**src/rtl/ysyx_22051013_fetch_ctrl_pkg.sv**
```systemverilog
// Shared definitions for the instruction fetch controller:
// state encoding, reset PC, nop encoding and field widths.
package ysyx_22051013_fetch_ctrl_pkg;

    typedef enum logic [1:0] {
        S_IDLE = 2'd0,
        S_REQ  = 2'd1,
        S_WAIT = 2'd2,
        S_DONE = 2'd3
    } fetch_state_e;

    localparam logic [63:0] RESET_PC = 64'h0000_0000_8000_0000;
    localparam logic [31:0] NOP_INST = 32'h0000_0013;
    localparam int          INST_W   = 32;
    localparam int          ALIGN_LSB = 3;

endpackage

```
**src/rtl/ysyx_22051013_pc_sel.sv**
```systemverilog
// Next-PC redirect priority mux: an EX redirect always
// beats an ID redirect issued in the same cycle.
module ysyx_22051013_pc_sel #(
    parameter int PC_W = 64
) (
    input  logic            ex_pc_jump,
    input  logic [PC_W-1:0] ex_pc_i,
    input  logic            id_pc_jump,
    input  logic [PC_W-1:0] id_pc_i,
    output logic            redirect_o,
    output logic [PC_W-1:0] target_o
);

    // Older (EX) instruction owns the control flow when both redirect
    always_comb begin
        redirect_o = ex_pc_jump | id_pc_jump;
        target_o   = ex_pc_jump ? ex_pc_i : id_pc_i;
    end

endmodule

```
**src/rtl/ysyx_22051013_fetch_ctrl.sv**
```systemverilog
// Instruction fetch controller: owns the fetch PC, keeps one
// memory read in flight and presents the fetched instruction.
module ysyx_22051013_fetch_ctrl
    import ysyx_22051013_fetch_ctrl_pkg::*;
#(
    parameter int              PC_W     = 64,
    parameter int              DATA_W   = 64,
    parameter logic [PC_W-1:0] START_PC = PC_W'(RESET_PC)
) (
    input  logic              clk,
    input  logic              rst,
    input  logic              ex_pc_jump,
    input  logic [PC_W-1:0]   ex_pc_i,
    input  logic              id_pc_jump,
    input  logic [PC_W-1:0]   id_pc_i,
    input  logic [PC_W-1:0]   bpu_pc_i,
    input  logic              pc_stall,
    output logic              mem_req_valid,
    output logic [PC_W-1:0]   mem_req_addr,
    input  logic              mem_req_ready,
    input  logic              mem_rsp_valid,
    input  logic [DATA_W-1:0] mem_rsp_data,
    output logic [PC_W-1:0]   pc_o,
    output logic [INST_W-1:0] inst_o,
    output logic              inst_valid_o,
    output logic              busy_o
);

    fetch_state_e      state_q;
    logic [PC_W-1:0]   fetch_pc_q;
    logic [PC_W-1:0]   req_addr_q;
    logic              drop_q;
    logic              req_valid_q;
    logic [PC_W-1:0]   pc_q;
    logic [INST_W-1:0] inst_q;
    logic              inst_valid_q;

    logic              redirect;
    logic [PC_W-1:0]   target;
    logic [PC_W-1:0]   resume_pc;
    logic [INST_W-1:0] rsp_inst;

    ysyx_22051013_pc_sel #(
        .PC_W(PC_W)
    ) u_pc_sel (
        .ex_pc_jump(ex_pc_jump),
        .ex_pc_i   (ex_pc_i),
        .id_pc_jump(id_pc_jump),
        .id_pc_i   (id_pc_i),
        .redirect_o(redirect),
        .target_o  (target)
    );

    function automatic logic [PC_W-1:0] align8(
        input logic [PC_W-1:0] a
    );
        return {a[PC_W-1:ALIGN_LSB], {ALIGN_LSB{1'b0}}};
    endfunction

    // PC to refetch after a discarded response: a same-cycle redirect wins
    always_comb begin
        resume_pc = redirect ? target : fetch_pc_q;
        rsp_inst  = fetch_pc_q[2] ? mem_rsp_data[63:32]
                                  : mem_rsp_data[31:0];
    end

    // Fetch sequencer: request, wait for data, present until consumed
    always_ff @(posedge clk or posedge rst) begin
        if (rst) begin
            state_q      <= S_IDLE;
            fetch_pc_q   <= START_PC;
            req_addr_q   <= '0;
            drop_q       <= 1'b0;
            req_valid_q  <= 1'b0;
            pc_q         <= START_PC;
            inst_q       <= NOP_INST;
            inst_valid_q <= 1'b0;
        end else begin
            unique case (state_q)
                S_IDLE: begin
                    req_addr_q  <= align8(fetch_pc_q);
                    req_valid_q <= 1'b1;
                    state_q     <= S_REQ;
                end
                S_REQ: begin
                    // Address stays put; a redirect only poisons the reply
                    if (redirect) begin
                        fetch_pc_q <= target;
                        drop_q     <= 1'b1;
                    end
                    if (mem_req_ready) begin
                        req_valid_q <= 1'b0;
                        state_q     <= S_WAIT;
                    end
                end
                S_WAIT: begin
                    if (redirect) begin
                        fetch_pc_q <= target;
                    end
                    if (mem_rsp_valid) begin
                        if (drop_q || redirect) begin
                            drop_q      <= 1'b0;
                            req_addr_q  <= align8(resume_pc);
                            req_valid_q <= 1'b1;
                            state_q     <= S_REQ;
                        end else begin
                            inst_q       <= rsp_inst;
                            pc_q         <= fetch_pc_q;
                            inst_valid_q <= 1'b1;
                            state_q      <= S_DONE;
                        end
                    end else if (redirect) begin
                        drop_q <= 1'b1;
                    end
                end
                S_DONE: begin
                    if (redirect) begin
                        inst_valid_q <= 1'b0;
                        fetch_pc_q   <= target;
                        req_addr_q   <= align8(target);
                        req_valid_q  <= 1'b1;
                        state_q      <= S_REQ;
                    end else if (!pc_stall) begin
                        inst_valid_q <= 1'b0;
                        fetch_pc_q   <= bpu_pc_i;
                        req_addr_q   <= align8(bpu_pc_i);
                        req_valid_q  <= 1'b1;
                        state_q      <= S_REQ;
                    end
                end
                default: state_q <= S_IDLE;
            endcase
        end
    end

    assign mem_req_valid = req_valid_q;
    assign mem_req_addr  = req_addr_q;
    assign pc_o          = pc_q;
    assign inst_o        = inst_q;
    assign inst_valid_o  = inst_valid_q;
    assign busy_o        = (state_q == S_REQ) | (state_q == S_WAIT);

endmodule

```
**config.mk**
```make
export PLATFORM = sky130hd
export DESIGN_NAME = ysyx_22051013_fetch_ctrl
export DESIGN_NICKNAME = d
export VERILOG_FILES = /design/src/rtl/ysyx_22051013_fetch_ctrl_pkg.sv /design/src/rtl/ysyx_22051013_pc_sel.sv /design/src/rtl/ysyx_22051013_fetch_ctrl.sv
export SDC_FILE = /design/constraint.sdc
export NUM_CORES = 1
export LEC_CHECK = 0
export CORE_MARGIN = 10
export CORE_UTILIZATION = 46
export DETAILED_ROUTE_END_ITERATION = 7
export PLACE_DENSITY = 0.87
export SYNTH_ARGS = -nofsm -noshare
export SYNTH_HDL_FRONTEND = slang
export SYNTH_HIERARCHICAL = 1
export SYNTH_SLANG_ARGS = --single-unit
```
**constraint.sdc**
```tcl
create_clock -name clk -period 9.1 [get_ports clk]
set_input_delay 0.91 -clock clk [delete_from_list [all_inputs] [get_ports clk]]
set_output_delay 0.91 -clock clk [all_outputs]
set_load 0.01 [all_outputs]
```
# Yosys cells after proc, flatten, opt, wreduce, memory -nomap -nowiden
# Cells that the tools add are included.
# word_totals
elab_cells	69
in_bits	263
out_inout_bits	163
ff_bits	229
# classes
bitwise	3
muxes	32
reduce_logical	15
n_eq_ne	10
# op_table
cell	count
64-bit two-way mux	8
64-bit case mux with 3 select lines	1
64-bit case mux with 2 select lines	1
32-bit two-way mux	1
1-bit two-way mux	12
4-bit AND reduction	3
2-bit two-way mux	5
3-bit AND reduction	3
2-bit != test, second input constant	4
2-bit case mux with 4 select lines	1
3-bit != test, second input constant	2
2-bit nonzero test	3
2-bit equality test, second input constant	2
1-bit case mux with 2 select lines	2
1-bit case mux with 4 select lines	1
2-bit AND reduction	2
3-bit nonzero test	1
2-bit by 1-bit equality test with 1-bit output, second input constant	1
2-bit logical NOT	1
2-bit by 1-bit != test with 1-bit output, second input constant	1
1-bit OR	2
2-bit OR reduction	1
1-bit logical OR	1
1-bit inverter	1

# Logic depth before layout (Yosys ltp)
# Gate-level depths: netlist of run 1.
# depth
depth_word	5
ltp_mapped	11
mapped_depth_nobuf	6

# Cells and area by module
# Netlist of run 1, hierarchy kept.
# by_module_without_submodules
mod	cells_per_inst	seq_area_each_um2	area_per_inst_um2	n_inst
ysyx_22051013_fetch_ctrl	973	5661.7	11235.8	1
ysyx_22051013_pc_sel	72	0.0	983.4	1

# Worst setup path before layout of run 1
# OpenSTA, ideal clock, no wires.
# synth_timing
path_type	input -> register
start	input port ex_pc_jump
end	register pc_q[10] (netlist: pc_o[10])
path_slack_ps	6392
arrival_time_ps	2583
t_required_ps	8975
stages	9
setup_ps	125
path_buffers	5
cell_sequence	buf_6 buf_6 or2_1 buf_4 nor2_1 and3_1 buf_2 buf_2 mux2_2
# synth_between
elab_chain_len	4
# synth_lines
element	line_no	source
from (decl)	ysyx_22051013_fetch_ctrl.sv:12	input logic ex_pc_jump,
1-bit OR	ysyx_22051013_pc_sel.sv:16	redirect_o = ex_pc_jump | id_pc_jump;
via redirect	ysyx_22051013_fetch_ctrl.sv:38	logic redirect;
1-bit logical OR	ysyx_22051013_fetch_ctrl.sv:101	if (drop_q || redirect) begin
1-bit inverter (no line)	n/a	
3-bit AND reduction (no line)	n/a	
to (signal assigned)	ysyx_22051013_fetch_ctrl.sv:108	pc_q <= fetch_pc_q;
to (decl)	ysyx_22051013_fetch_ctrl.sv:34	logic [PC_W-1:0] pc_q;
# The timed path passes the listed nets, and every way through them passes these cells.
# A chain may end at the register's enable or synchronous reset.

# Final worst setup path of run 1
# layout_timing
start	input port ex_pc_jump
end	register req_addr_q[37] (netlist: mem_req_addr[37])
# layout_between
elab_chain_len	5
elab_cells_between_ends	11
cone_classes	eq/ne: 2; mux: 6; bitwise: 1; reduce/logical: 2
# layout_lines
element	line_no	source
1-bit OR (*)	ysyx_22051013_pc_sel.sv:16	
via redirect	ysyx_22051013_fetch_ctrl.sv:38	
64-bit two-way mux	n/a	
64-bit two-way mux	ysyx_22051013_fetch_ctrl.sv:101	
64-bit two-way mux	ysyx_22051013_fetch_ctrl.sv:100	if (mem_rsp_valid) begin
64-bit case mux with 3 select lines	ysyx_22051013_fetch_ctrl.sv:79	unique case (state_q)
to (signal assigned)	ysyx_22051013_fetch_ctrl.sv:81	req_addr_q <= align8(fetch_pc_q);
to (signal assigned)	ysyx_22051013_fetch_ctrl.sv:103	req_addr_q <= align8(resume_pc);
to (signal assigned)	ysyx_22051013_fetch_ctrl.sv:120	req_addr_q <= align8(target);
to (decl)	ysyx_22051013_fetch_ctrl.sv:31	logic [PC_W-1:0] req_addr_q;
# The timed path passes the listed nets; every way through them passes the cells marked *. The select of a mux whose other input is x is not followed.

==> flow_summary.rst, run 1 <==
.. list-table::
   :header-rows: 1

   * - Metric
     - Value
   * - Syn Inst Count
     - roughly 1.0k
   * - Largest net degree at the start of global routing
     - 98
   * - Leakage power summed over all cells
     - about 7.3 nW
   * - Post-synthesis instance area
     - 0.0122 sq mm
   * - Type of the worst min-delay path
     - flip-flop to flip-flop
   * - Clock tree from TritonCTS
     - done
   * - Area growth from synthesis to final layout
     - 42.8%
   * - Number of I/O pins
     - ~430
   * - Via density per instance
     - a little over 6
   * - Fraction of power spent switching nets
     - a little under two fifths
   * - Longest Clk Path Bufs
     - 3
   * - Initial cell density of the core
     - 46.8%
   * - # clock sinks
     - 226
   * - Antenna viol nets, final
     - 0
   * - Placed cells
     - about 1.7k
   * - Worst-skew pair later-pin latency
     - roughly 0.53 ns
   * - RSZ-0062 raised after global routing
     - false
   * - Share of flip-flops with an asynchronous set or reset
     - 100%
   * - Number of violations reported at the end of detailed-routing iteration 0
     - around 1.3k
   * - Number of endpoints with negative hold slack in the final report
     - 0
   * - Full die area
     - roughly 0.033 sq mm
   * - Commonest register cell after synthesis
     - dfrtp_1
   * - Clock-pin slew of the registers on the worst-case setup and hold paths
     - around 0.060 ns
   * - H-tree depth
     - 1
   * - Post-synth EDFFs
     - 0
   * - Congestion Overflow GR
     - 0
   * - Switching pwr
     - between 0.0015 and 0.002 W
   * - Combinational Power Share
     - ~45%
   * - Power per cell area
     - ~300 mW/mm^2
   * - Depth of the worst register-to-register path
     - 5
   * - Number of antenna violations at the first check in global routing
     - 4
   * - Vias
     - 10.9k
   * - Number of buffers added by the clock tree synthesis step
     - 25
   * - CTS Root Buffer Type
     - clkbuf_16
   * - Syn Area/Cell
     - roughly 12 sq um
   * - NumNets Final
     - 1668
   * - Arrival time at the worst endpoint
     - around 4.3 ns
   * - Number of optimization iterations in the first detailed-route pass
     - 7
   * - Total global routing track utilization
     - between 20% and 30%
   * - Path type of the worst setup path
     - input port to flip-flop
   * - Period utilisation layout
     - a little over two fifths
   * - GP Congestion
     - 0.862
   * - Hold buffer count at CTS
     - 0
   * - Post-layout min period
     - approximately 3.9 ns
   * - Internal power summed over all cells
     - around 0.0032 W
   * - Core region area
     - approximately 0.026 sq mm
   * - Kind of end point of the critical path
     - flip-flop
   * - Share of the yosys chip area belonging to registers
     - ~46%
   * - # Post-CTS Setup Buffers
     - 0
   * - Final routed DRC violation total
     - 0
   * - Via count of the first global-routing pass
     - between 10k and 15k
   * - Power after layout
     - around 0.0052 W
   * - Post-route clock skew
     - ~0.011 ns
   * - Sum of negative setup slack
     - 0 ns
   * - First-pass GRT wire length
     - roughly 67000 um
   * - Maximum fanout along the worst path
     - between 80 and 90
   * - Pin slew with the least headroom to its limit
     - between 1 and 1.5 ns
   * - Category of the worst setup path launch point
     - input port
   * - Height of the die
     - approximately 180 um
   * - Yosys reg bits
     - between 200 and 250
   * - Max-cap violations
     - 0
   * - Final Hold Slack
     - a little under 0.5 ns
   * - Pins Over Slew Limit
     - 0
   * - Final HPWL from detailed placement
     - a little over 30000 um
   * - VDD IR max
     - ~200 uV
   * - Leading cell types in the layout, fill and taps excluded
     - 421 x clkdlybuf4s50_1, 220 x dfrtp_1, 139 x mux2_2, 94 x nor2_1, 87 x a21oi_1
   * - Top achievable clock speed
     - between 200 and 300 MHz
   * - Width of the die
     - 183 um
   * - Fraction of layout cells with a size suffix above 1
     - 19.3%
   * - Fraction of power consumed by the clock network
     - around 23%
   * - Status
     - finished, final reports clean
   * - Most common cell after layout, fill and taps aside
     - clkdlybuf4s50_1
   * - Quantity of gates resized following cts
     - 0
   * - Setup violation total in the final timing report
     - 0
   * - Num rows
     - 59
   * - Hold path depth
     - 2
   * - Core occupancy in the finished layout
     - 66.8%
   * - Port buffer count
     - around 420
   * - Non-filler cells, final
     - between 1.5k and 2k
   * - Max_slew headroom
     - 27.7%
   * - Routed length per placed instance
     - about 25 um
   * - Total wire length
     - 44400 um
   * - Warning count from the yosys run
     - 6
   * - CP required
     - about 9.5 ns
   * - Sequential Power Share
     - about a third
   * - Number of unique standard cell types used by synthesis
     - 38
through the flow:
stage	setup WS, ns	instance area (sq um)
3_3_place_gp	5.02	16500
4_1_cts	5.31	17400
5_1_grt	5.03	17400
6_report	5.22	17500
2_1_floorplan	2.01	12200
3_5_place_dp	4.82	16500
sequential cells by signal, indices dropped and copies added, names as in the netlist:
name and flops:
pc_o 64, inst_o 32, mem_req_addr 61, state_q 2, drop_q 1, fetch_pc_q 64
inst_valid_o 1, mem_req_valid 1
final cells by class:
cell class	instances	area, sq um
clock inverter	14	245
clock buffer	31	698
multi-input combinational	704	6060
timing repair buffer	436	4330
tap	335	419
fill	1879	8680
antenna	3	7.51
inverter	7	33.8
sequential	226	5660
power groups by stage:
stage / combinational [W] / clock [W] / sequential [W]
final: 0.00230 / 0.00117 / 0.00169
after global routing: 0.00246 / 0.00123 / 0.00174
after CTS: 0.00231 / 0.00119 / 0.00168
after detailed placement: 0.00228 / 0 / 0.00170
after global placement: 0.00222 / 0 / 0.00168
after floorplan: 0.00125 / 0 / 0.00171
worst max-delay path, stage by stage:
cell	delay, ns
buf_4	0.47
or2_4	0.47
buf_4	0.77
o21ai_0	0.35
a221oi_4	0.30
buf_4	0.62
nor2_1	0.13
a21oi_1	0.21
cell usage after synthesis, types with 2 or more instances:
cell type	count	area, sq um
dfrtp_1	221	5530
dfstp_2	5	131
mux2_4	49	736
a222oi_1	60	601
buf_1	6	22.5
nor2_1	94	353
o22ai_1	2	12.5
clkbuf_1	49	184
nand2_1	9	33.8
buf_2	38	190
buf_4	10	75.1
a22o_1	60	526
o2bb2ai_1	61	534
buf_6	7	78.8
a22oi_1	64	480
nor2b_1	4	25.0
a21oi_1	87	435
mux2_2	139	1570
inv_1	7	26.3
nand3_1	2	10.0
a21oi_2	9	78.8
o21ai_0	7	35.0
ha_1	5	62.6
mux2i_1	36	360
kinds of logic (layout without fill, tap and decap cells):
kind of cell / Yosys count / after routing / share of synthesized area, %
compound gates: 358 / 358 / 22.9
fa+ha+maj: 5 / 5 / 0.512
buf+inv: 117 / 488 / 4.72
flops: 226 / 226 / 46.3
mux: 224 / 224 / 21.8
other cells: 1 / 6 / 0.0307
simple gates: 114 / 114 / 3.72
per-layer routing:
metal	up-vias	GRT usage [%]	share of wire, %
li1	4772	-	-
met5	-	0	0.045
met3	78	8.48	11
met2	632	43.2	49
met4	2	7.54	3.0
met1	5377	29.2	37
final timing paths:
check                                           from  slack [ns]                            to
min in group asynchronous                        rst        0.90        inst_o[16]$_DFFE_PP0P_
max reg2reg                   state_q[0]$_DFFE_PP0P_        5.39          pc_o[38]$_DFFE_PP0P_
min                        fetch_pc_q[1]$_DFFE_PP0P_        0.48     fetch_pc_q[1]$_DFFE_PP0P_
max in group asynchronous                        rst        6.79     fetch_pc_q[2]$_DFFE_PP0P_
min reg2reg                fetch_pc_q[1]$_DFFE_PP0P_        0.48     fetch_pc_q[1]$_DFFE_PP0P_
max                                       ex_pc_jump        5.22  mem_req_addr[37]$_DFFE_PP0P_
Power figures use the tool's default switching activity.
==> run 2: changes to the inputs <==
CORE_UTILIZATION = 42   (was 46)
PLACE_DENSITY = 0.84   (was 0.87)
clock period = 3.5 ns   (was 9.1 ns; I/O delays follow)
==> run 2 against run 1 <==
Die area up 8.5%. Sequential power rose to 2.6 times the previous value. Combinational power rose to 2.6 times the previous value. Critical path type is now flip-flop to flip-flop. Wire length down 2.3%. Critical path depth down 2. Worst hold slack worse by 0.17 ns. Power up 150%. Utilization down 5.7 points. Non-clock buffer count up 9. Sequential share of layout area down 0.13 points. Largest cell class unchanged. Highest routed layer unchanged.
==> flow_summary.rst, run 2 (synthesized netlist as in run 1, its figures left out) <==
.. list-table::
   :header-rows: 1

   * - Metric
     - Value
   * - Status
     - finished, final reports clean
   * - Fraction of layout cells with a size suffix above 1
     - 19.5% (+0.19 points)
   * - Number of endpoints with negative hold slack in the final report
     - 0 (unchanged)
   * - Full die area
     - 0.0363 sq mm (+8.5%)
   * - Pins Over Slew Limit
     - 0 (unchanged)
   * - Reg2reg end
     - mem_req_addr[18]$_DFFE_PP0P_
   * - Fraction of power consumed by the clock network
     - 19.7% (-3.0 points)
   * - Placed cells
     - 1766 (+3.4%)
   * - Leading cell types in the layout, fill and taps excluded
     - 421 x clkdlybuf4s50_1, 220 x dfrtp_1, 139 x mux2_2, 94 x nor2_1, 87 x a21oi_1
   * - Total wire length
     - 43400 um (-2.3%)
   * - First-pass GRT wire length
     - 65800 um (-2.5%)
   * - H-tree depth
     - 1 (unchanged)
   * - Max-cap violations
     - 0 (unchanged)
   * - Num rows
     - 62 (+5.1%)
   * - Top achievable clock speed
     - slightly below 400 MHz
   * - Number of buffers added by the clock tree synthesis step
     - 25 (unchanged)
   * - Total cell area at the placement stage
     - 0.0167 sq mm (+1.4%)
   * - Kind of end point of the critical path
     - flip-flop
   * - Longest Clk Path Bufs
     - 3 (unchanged)
   * - NumNets Final
     - 1677 (+0.54%)
   * - Post-layout instance area
     - 0.0175 sq mm (+0.39%)
   * - Critical path buffers and inverters
     - 2 (-1)
   * - Post-layout min period
     - 2.56 ns
   * - Post-route clock skew
     - 0.0155 ns (+0.00456 ns)
   * - Number of optimization iterations in the first detailed-route pass
     - 8 (+1)
   * - Area growth from synthesis to final layout
     - 43.4%
   * - Sequential Power Share
     - 34.0% (+1.2 points)
   * - Max_slew headroom
     - 34.5% (+6.8 points)
   * - Number of violations reported at the end of detailed-routing iteration 0
     - 938 (-26%)
   * - Power per cell area
     - 735 mW/mm^2 (+150%)
   * - Path type of the worst setup path
     - flip-flop to flip-flop
   * - Height of the die
     - 191 um (+4.1%)
   * - Arrival time at the worst endpoint
     - 3.00 ns (-1.31 ns)
   * - Quantity of gates resized following cts
     - 0 (unchanged)
   * - Congestion Overflow GR
     - 0 (unchanged)
   * - Combinational Power Share
     - 46.3% (+1.8 points)
   * - Clock tree from TritonCTS
     - done
   * - Hold buffer count at CTS
     - 0 (unchanged)
   * - Routed length per placed instance
     - 24.0 um (-5.2%)
   * - Core region area
     - 0.0287 sq mm (+9.8%)
   * - Most common cell after layout, fill and taps aside
     - clkdlybuf4s50_1
   * - Depth of the worst register-to-register path
     - 6 (+1)
   * - Period utilisation layout
     - about 73%
   * - CP required
     - 3.95 ns (-5.58 ns)
   * - Non-filler cells, final
     - 1810 (+3.1%)
   * - Antenna viol nets, final
     - 0 (unchanged)
   * - Internal power summed over all cells
     - 0.00805 W (+150%)
   * - Final HPWL from detailed placement
     - 30900 um (+1.4%)
   * - GP Congestion
     - 0.894 (+3.6%)
   * - Width of the die
     - 191 um (+4.1%)
   * - Switching pwr
     - 0.00482 W (+150%)
   * - Cell depth of the worst setup path
     - 6 (-2)
   * - Largest net degree at the start of global routing
     - 124 (+27%)
   * - CP max-delay cell
     - mux2i_4
   * - Worst r2r src
     - state_q[0]$_DFFE_PP0P_
   * - Initial cell density of the core
     - 42.6% (-4.2 points)
   * - Fraction of power spent switching nets
     - 37.4% (+0.40 points)
   * - Setup violation total in the final timing report
     - 0 (unchanged)
   * - # Post-CTS Setup Buffers
     - 0 (unchanged)
   * - Type of the worst min-delay path
     - input port to asynchronous set/reset pin
   * - # clock sinks
     - 226 (unchanged)
   * - RSZ-0062 raised after global routing
     - false
   * - Port buffer count
     - 422 (unchanged)
   * - Final Hold Slack
     - 0.309 ns (-0.174 ns)
   * - Pin slew with the least headroom to its limit
     - 0.982 ns (-0.101 ns)
   * - Number of I/O pins
     - 426 (unchanged)
   * - Vias
     - 10.7k (-1.6%)
   * - Sum of negative setup slack
     - 0 ns (unchanged)
   * - Category of the worst setup path launch point
     - flip-flop
   * - VDD IR max
     - 868 uV (+320%)
   * - Worst-skew pair later-pin latency
     - 0.52 ns (about the same)
   * - Clock-pin slew of the registers on the worst-case setup and hold paths
     - 0.06 ns (about the same)
   * - Cell breakdown of the critical path
     - inv_1, ha_4, mux2i_4, buf_4, a222oi_1, a21oi_2
   * - Maximum single-stage delay on the critical path
     - 0.70 ns (-0.07 ns)
   * - Worst path top cell family by delay
     - multiplexers
   * - Via count of the first global-routing pass
     - 11.3k (-0.25%)
   * - Via density per instance
     - 5.90 (-4.6%)
   * - Final routed DRC violation total
     - 0 (unchanged)
   * - CTS Root Buffer Type
     - clkbuf_16
   * - Leakage power summed over all cells
     - 7.25 nW (-0.20%)
   * - R2R setup slack
     - 0.94 ns (-4.45 ns)
   * - Number of antenna violations at the first check in global routing
     - 3 (-1)
   * - Total global routing track utilization
     - 22.6% (-2.6 points)
   * - Maximum fanout along the worst path
     - 27 (-67%)
-- run 2: worst max path at each step --
stage	startpoint	to	slack, ns
after floorplan	rst	drop_q$_DFFE_PP0P_	0.20
after global placement	id_pc_jump	fetch_pc_q[27]$_DFFE_PP0P_	0.89
after detailed placement	id_pc_jump	mem_req_addr[3]$_DFFE_PP0P_	0.79
after CTS	state_q[0]$_DFFE_PP0P_	mem_req_addr[24]$_DFFE_PP0P_	0.95
after global routing	state_q[0]$_DFFE_PP0P_	mem_req_addr[18]$_DFFE_PP0P_	0.80
final	state_q[0]$_DFFE_PP0P_	mem_req_addr[18]$_DFFE_PP0P_	0.94
-- run 2: power by group through the flow --
stage                     logic, W  registers, W  clock network (W)
after global routing       0.00644       0.00450            0.00268
after global placement     0.00583       0.00436                  0
after detailed placement   0.00601       0.00439                  0
after CTS                  0.00602       0.00437            0.00258
after floorplan            0.00326       0.00444                  0
final                      0.00596       0.00438            0.00253
-- run 2: worst reg2reg max path, delay by kind of cell (launching register included) --
| family | cells | cell delay, ns |
|---|---|---|
| buffers and inverters | 2 | 0.55 |
| adder cells (fa/ha/maj) | 1 | 0.41 |
| flip-flops | 1 | 0.43 |
| multiplexers | 1 | 0.71 |
| AO/OA/AOI/OAI | 2 | 0.39 |
-- run 2: final cells by class --
class / instances / area (sq um)
fill: 2289 / 11200
multi-input combinational: 704 / 6060
sequential: 226 / 5660
timing repair buffer: 445 / 4510
clock buffer: 33 / 696
tap: 384 / 480
clock inverter: 10 / 82.6
inverter: 7 / 30.0
antenna: 1 / 2.50
-- run 2: metrics by stage --
stage / setup WS [ns] / utilization (%) / power, W
global route: 0.800 / 61.0 / 0.0136
CTS: 0.947 / 61.0 / 0.0130
finish: 0.942 / 61.0 / 0.0129
global placement: 0.891 / 58.3 / 0.0102
floorplan: 0.202 / - / 0.00770
detailed placement: 0.795 / 58.3 / 0.0104
-- run 2: routing by layer --
| metal | part of all wire (%) | up-vias | routed length, um | track usage [%] |
|---|---|---|---|---|
| met2 | 50 | 552 | 21700 | 39.5 |
| met5 | 0.048 | - | 21 | 0 |
| li1 | - | 4770 | - | - |
| met3 | 9.8 | 69 | 4240 | 7.22 |
| met1 | 38 | 5287 | 16400 | 25.7 |
| met4 | 2.6 | 4 | 1130 | 7.09 |
